[src/rtl/add8_sched.sv]
// rtl/add8_sched.sv - two-requester round-robin scheduler sharing one external 8-bit adder
// Multi-byte sums are built LSB first, one byte per cycle, with the carry chained in a register.
module add8_sched #(
  parameter int BYTES = 4
) (
  input  logic               clk,
  input  logic               rst_n,
  input  logic               req0_valid,
  output logic               req0_ready,
  input  logic [8*BYTES-1:0] req0_a,
  input  logic [8*BYTES-1:0] req0_b,
  input  logic               req1_valid,
  output logic               req1_ready,
  input  logic [8*BYTES-1:0] req1_a,
  input  logic [8*BYTES-1:0] req1_b,
  output logic [7:0]         add_a,
  output logic [7:0]         add_b,
  output logic               add_cin,
  input  logic [8:0]         add_v,
  output logic               res_valid,
  input  logic               res_ready,
  output logic [8*BYTES:0]   res_sum,
  output logic               res_id
);

  localparam int W  = 8 * BYTES;
  localparam int IW = (BYTES > 1) ? $clog2(BYTES) : 1;
  localparam logic [IW-1:0] LAST_IDX = IW'(BYTES - 1);

  localparam logic [1:0] S_IDLE = 2'd0;
  localparam logic [1:0] S_RUN  = 2'd1;
  localparam logic [1:0] S_DONE = 2'd2;

  logic [1:0]    r_state;
  logic [IW-1:0] r_idx;
  logic          r_carry;
  logic          r_last_grant;
  logic          r_id;
  logic [W-1:0]  r_a;
  logic [W-1:0]  r_b;
  logic [W:0]    r_sum;

  logic w_idle;
  logic w_run;
  logic w_grant;

  assign w_idle = (r_state == S_IDLE);
  assign w_run  = (r_state == S_RUN);

  // On a tie the requester not served last wins; otherwise whoever is asking.
  assign w_grant = (req0_valid && req1_valid) ? ~r_last_grant : req1_valid;

  assign req0_ready = w_idle && !w_grant && req0_valid;
  assign req1_ready = w_idle &&  w_grant && req1_valid;

  assign add_a   = w_run ? r_a[8*r_idx +: 8] : 8'd0;
  assign add_b   = w_run ? r_b[8*r_idx +: 8] : 8'd0;
  assign add_cin = w_run ? r_carry : 1'b0;

  assign res_valid = (r_state == S_DONE);
  assign res_sum   = r_sum;
  assign res_id    = r_id;

  always_ff @(posedge clk or negedge rst_n) begin
    if (!rst_n) begin
      r_state      <= S_IDLE;
      r_idx        <= '0;
      r_carry      <= 1'b0;
      r_last_grant <= 1'b1;
      r_id         <= 1'b0;
      r_a          <= '0;
      r_b          <= '0;
      r_sum        <= '0;
    end else begin
      case (r_state)
        S_IDLE: begin
          if (req0_ready || req1_ready) begin
            r_a          <= req1_ready ? req1_a : req0_a;
            r_b          <= req1_ready ? req1_b : req0_b;
            r_id         <= req1_ready;
            r_last_grant <= req1_ready;
            r_idx        <= '0;
            r_carry      <= 1'b0;
            r_state      <= S_RUN;
          end
        end
        S_RUN: begin
          r_sum[8*r_idx +: 8] <= add_v[7:0];
          r_carry             <= add_v[8];
          r_idx               <= r_idx + 1'b1;
          if (r_idx == LAST_IDX) begin
            r_sum[W] <= add_v[8];
            r_state  <= S_DONE;
          end
        end
        S_DONE: begin
          if (res_ready) r_state <= S_IDLE;
        end
        default: r_state <= S_IDLE;
      endcase
    end
  end

endmodule

[config.mk]
export PLATFORM = sky130hd
export DESIGN_NAME = add8_sched
export DESIGN_NICKNAME = d
export VERILOG_FILES = /design/src/rtl/add8_sched.sv
export SDC_FILE = /design/constraint.sdc
export NUM_CORES = 1
export LEC_CHECK = 0
export ABC_CLOCK_PERIOD_IN_PS = 2150
export CORE_MARGIN = 5
export CORE_UTILIZATION = 35
export DETAILED_ROUTE_END_ITERATION = 10
export HOLD_SLACK_MARGIN = 0.12
export PLACE_DENSITY = 0.69
export SLEW_MARGIN = 20
export SYNTH_ARGS = -nofsm -noshare
export SYNTH_HDL_FRONTEND = slang
export SYNTH_SLANG_ARGS = --single-unit
export TNS_END_PERCENT = 30
[constraint.sdc]
create_clock -name clk -period 2.15 [get_ports clk]
set_clock_uncertainty 0.05 [all_clocks]
set_input_delay 0.3225 -clock clk [delete_from_list [all_inputs] [get_ports clk]]
set_output_delay 0.3225 -clock clk [all_outputs]
set_load 0.03 [all_outputs]
=== Yosys cells after proc, flatten, opt, wreduce, memory -nomap -nowiden ===
Index checks and enable logic that the tools add are counted.

* Register bits after elaboration: 104
* Output and inout port bits: 54
* Logic and storage cells: 49

* $add $sub $neg: 2
* Equal/unequal tests: 6
* Shift operators: 4
* Mux-type cells: 16
* Bitwise operators: 1
* Reductions and logical operators: 12

{| class="wikitable"
|+ Operator list
! cell !! number
|-
| 2-to-1 mux 32 bit || 2
|-
| indexed part select 32 x 6 -> 8 bit || 2
|-
| negation 5 -> 34 bit || 1
|-
| variable shift 8 x 34 -> 33 bit, first input constant || 1
|-
| indexed part select 8 x 34 -> 33 bit || 1
|-
| bitwise mux 33 bit || 1
|-
| 2-to-1 mux 8 bit || 2
|-
| 2-to-1 mux 2 bit || 4
|-
| != test 2 x 1 -> 1 bit, second input constant || 3
|-
| case mux 2 bit (3 select lines) || 1
|-
| logical AND 1 bit || 5
|-
| == test 2 bit, second input constant || 2
|-
| 2-to-1 mux 1 bit || 4
|-
| case mux 2 bit (2 select lines) || 1
|-
| AND reduction 2 bit || 2
|-
| AND reduction 3 bit || 1
|-
| adder 2 x 1 -> 2 bit, second input constant || 1
|-
| == test 2 x 1 -> 1 bit, second input constant || 1
|-
| logical NOT 2 bit || 1
|-
| case mux 1 bit (2 select lines) || 1
|-
| nonzero test 2 bit || 1
|-
| logical NOT 1 bit || 1
|-
| logical OR 1 bit || 1
|-
| inverter 1 bit || 1
|}

=== Logic depth before layout (Yosys ltp) ===
* Word-level depth: 8
* Mapped depth: 8

=== Least setup slack after synthesis ===
No wires, ideal clock.

* Path kind: reg2reg
* Start point: reg r_idx[1]
* End point: reg r_sum[16] (netlist: res_sum[16])
* Setup time: 0.121 ns
* Arrival time: 2.018 ns
* Required time: 1.979 ns
* Slack: -0.039 ns
* Cell stages (with the launch flop): 9
* Buffers on the path: 3
* Cell sequence: dfrtp_1 -> clkbuf_1 -> buf_2 -> inv_1 -> ha_1 -> and4bb_2 -> and2_1 -> clkbuf_1 -> a22o_1

* Word-level cells in the longest chain between the ends: 3
* Elaborated cells on any way between the ends: 4

{| class="wikitable"
|+ RTL lines
! item !! RTL line !! RTL
|-
| start, declared || 35 || <nowiki>logic [IW-1:0] r_idx;</nowiki>
|-
| start signal, assigned || 90 || <nowiki>r_idx <= r_idx + 1'b1;</nowiki>
|-
| negation 5 -> 34 bit * || 88 || <nowiki>r_sum[8*r_idx +: 8] <= add_v[7:0];</nowiki>
|-
| indexed part select 8 x 34 -> 33 bit or variable shift 8 x 34 -> 33 bit (tied branches) || 88 ||
|-
| bitwise mux 33 bit * || 88 ||
|-
| end signal, assigned by index || 88 ||
|-
| end signal, assigned by index || 92 || <nowiki>r_sum[W] <= add_v[8];</nowiki>
|-
| end, declared || 41 || <nowiki>logic [W:0] r_sum;</nowiki>
|}

Every way passes the cells marked *; elsewhere a longest branch is shown, timed or not.
A chain may end at the register's enable or synchronous reset.

=== Worst setup path in the final report ===
* Start point: reg r_idx[0]
* End point: out add_a[6]

* Word-level cells in the longest chain between the ends: 2

{| class="wikitable"
|+ RTL lines
! item !! RTL line !! RTL
|-
| indexed part select 32 x 6 -> 8 bit || 56 || <nowiki>assign add_a = w_run ? r_a[8*r_idx +: 8] : 8'd0;</nowiki>
|-
| 2-to-1 mux 8 bit || 56 ||
|-
| end, declared || 16 || <nowiki>output logic [7:0] add_a,</nowiki>
|}

Every way passes these cells.

==> metrics.md <==
| Metric | Value |
|---|---|
| Status | complete, no violations |
| Post-layout minimum cycle time | 2110 ps |
| ANT cells | 0 |
| Measured slew at the worst slew-check pin | 548 ps |
| Library cells used by synthesis | 30 |
| Clk pwr share | 14.7% |
| Initial Util | 35.5% |
| GR Overflow Total | 0 |
| Worst setup EP type | output port |
| H-Tree Depth | 3 |
| CP Class | reg2out |
| FILL cells | 1202 |
| Setup Buffers After CTS | 0 |
| Most frequent cells in the layout | 174 x clkdlybuf4s50_1, 102 x dfrtp_1, 64 x and3_1, 64 x a221o_1, 26 x nand2_1 |
| Die area | 16500 sq um |
| Detailed Place HPWL | 11700 um |
| First-pass GRT wire length | 23900 um |
| GRT Util Overall | 18.3% |
| # clock sinks | 104 |
| Die X | 128 um |
| RSZ-0062 raised after global routing | yes |
| Top Ports | 196 |
| Netlist area before placement | 4910 sq um |
| Reg power frac | 31.5% |
| Final Wtd Congestion | 0.905 |
| Multi-input logic area | 2160 sq um |
| DR DRC count | 0 |
| CTS buffer count | 9 |
| Highest clock rate | 473 MHz |
| Seq/Total Area, Yosys | 53.0% |
| Initial antenna violation count | 0 |
| Synthesis Warnings | 0 |
| PortBufs | 195 |
| Final Hold Vio Count | 0 |
| Number of global-route vias before repair | 4408 |
| Seq cells post-synth | 104 |
| CP peak stage delay | 490 ps |
| CP max-delay cell | mux4_2 |
| Tcrit/Tclk final | 98.3% |
| Avg Inst Size Synth | 12.4 sq um |
| Total of max-cap violations | 0 |
| Commonest non-fill, non-tap cell in the layout | clkdlybuf4s50_1 |
| Worst EP required | 1780 ps |
| Hold WS | 450 ps |
| Design Power | 11.1 mW |
| Drt pass-1 iters | 5 |
| Area occupied by registers | 2610 sq um |
| Maximum VDD drop | 0.786 mV |
| Via count | 4207 |
| Largest net degree at the start of global routing | 53 |
| Int Power | 6.77 mW |
| Power Density | 1490 nW/um^2 |
| Clk_lat worst skew | 340 ps |
| Worst-path fanout max | 9 |
| Power share of the combinational group | 53.8% |
| DRT Wirelength | 15200 um |
| NetSw | 4.35 mW |
| Max Slew Vio Count | 0 |
| Worst setup SP type | flop |
| CTS tree | done |
| DRT iter0 DRCs | 221 |
| Switching portion of total power | 39.1% |
| Crit path cell chain | buf_12 > mux4_2 > and2_1 > buf_2 |
| Hold Path Class | reg2reg |
| Wire per inst | 19.7 um |
| Mapped Nets | 541 |
| Via density | 5.44 |
| Area Growth Syn to Fin | 52.1% |
| P_leak | 3.39 nW |
| Maximum clock path buffer count | 2 |
| Nets | 734 |
| Slew headroom | 63.5% |
| Core Area | 13800 sq um |
| Core Rows | 43 |
| Final antenna-violating net count | 0 |
| Final setup violation count | 0 |
| Clock slew at reported path FFs | 70 ps |
| Fraction of layout instances using a drive strength above 1 | 15.9% |
| Chip height | 128 um |
| Clock root cell | clkbuf_16 |
| Post-Synthesis Cells | 395 |
| Crit path DAT | 1740 ps |
-- worst max-delay path: cells and delay by family (launching register included) --
family | cells | cell delay (ps)
mux | 1 | 490
flops | 1 | 410
buf+inv | 2 | 340
simple gates | 1 | 160
-- Yosys cell counts --
master | count | share of area [%]
dfrtp_1 | 103 | 52
and3_1 | 65 | 8.3
a221o_1 | 64 | 13
nand2_1 | 26 | 2.0
clkbuf_1 | 25 | 1.9
and2_1 | 21 | 2.7
a22o_1 | 20 | 3.6
mux4_2 | 16 | 7.3
o21ai_0 | 12 | 1.2
buf_2 | 7 | 0.71
buf_6 | 5 | 1.1
a32o_1 | 4 | 0.82
ha_1 | 4 | 1.0
inv_1 | 3 | 0.23
nand2b_1 | 3 | 0.38
a21oi_1 | 2 | 0.20
nor2b_1 | 2 | 0.25
a21o_1 | 1 | 0.15
and4bb_2 | 1 | 0.25
dfstp_2 | 1 | 0.53
mux2_2 | 1 | 0.23
nand2_2 | 1 | 0.13
nand3b_1 | 1 | 0.15
nor2_1 | 1 | 0.076
nor2_2 | 1 | 0.13
nor3b_2 | 1 | 0.25
nor4_4 | 1 | 0.43
o21a_1 | 1 | 0.15
o21ai_1 | 1 | 0.10
o31ai_1 | 1 | 0.15
-- power by group through the flow --
| stage | Sequential, mW | Clock, mW | Combinational, mW |
|---|---|---|---|
| floorplan | 3.82 | 0 | 3.23 |
| global placement | 3.50 | 0 | 5.86 |
| detailed placement | 3.52 | 0 | 5.98 |
| CTS | 3.51 | 1.68 | 5.92 |
| global route | 3.61 | 1.75 | 6.41 |
| finish | 3.50 | 1.63 | 5.98 |
-- cell type report --
class / count / share of cell area, %
Clock buffer: 10 / 3.06
Clock inverter: 6 / 0.921
Inverter: 3 / 0.151
Multi-Input combinational cell: 251 / 28.8
Sequential cell: 104 / 34.9
Tap cell: 180 / 3.01
Timing Repair Buffer: 219 / 29.1
-- per-layer routing --
layer  up-vias  part of all wire (%)  GRT usage (%)
met5         -                     0              0
met4         0                   1.6           4.99
met3        18                   8.5           5.15
met2       198                    49           30.6
met1      2053                    41           23.5
li1       1938                     -              -
-- flip-flops by register name, summed over array words and instances, names as in the netlist --
signal        flops
res_sum          33
r_a              32
r_state           2
res_id            1
r_idx             2
r_last_grant      1
r_b              32
r_carry           1
-- logic make-up (layout without fill, tap and decap cells) --
kind of cell    after synthesis  count (layout)  share of synthesized area (%)
compound gates              106             106                           19.4
fa+ha+maj                     4               4                           1.02
buf+inv                      40             238                           4.00
flops                       104             104                           53.0
mux                          17              17                           7.57
simple gates                124             124                           15.0
-- metrics by stage --
| step | setup slack, ps | instances | instance area (sq um) | utilization (%) | setup TNS, ps |
|---|---|---|---|---|---|
| final | 36.4 | 773 | 7470 | 54.0 | 0 |
| after global routing | -46.4 | 773 | 7470 | 54.0 | -223 |
| after CTS | -91.3 | 773 | 7470 | 54.0 | -768 |
| after detailed placement | -107 | 756 | 7160 | 51.8 | -1100 |
| after global placement | -96.0 | 756 | 7160 | 51.8 | -895 |
| after floorplan | 79.0 | 395 | 4910 | - | 0 |
-- what timing repair did --
item                       CTS  global route
setup endpoints to repair   17            24
hold endpoints to repair    39             0
pin swaps                    0             3
hold buffers                 1             0
gates resized for setup     59            42
-- worst paths after layout --
kind	slack, ps	endpoint	cells after the start	start
min in group asynchronous	460	res_sum[23]	2	rst_n
max in group asynchronous	900	r_b[15]	3	rst_n
min	450	res_sum[4]	2	res_sum[4]
min reg2reg	450	res_sum[4]	2	res_sum[4]
max reg2reg	130	res_sum[25]	7	r_idx[0]
max	40	add_a[6]	4	r_idx[0]
Power figures use the tool's default switching activity.
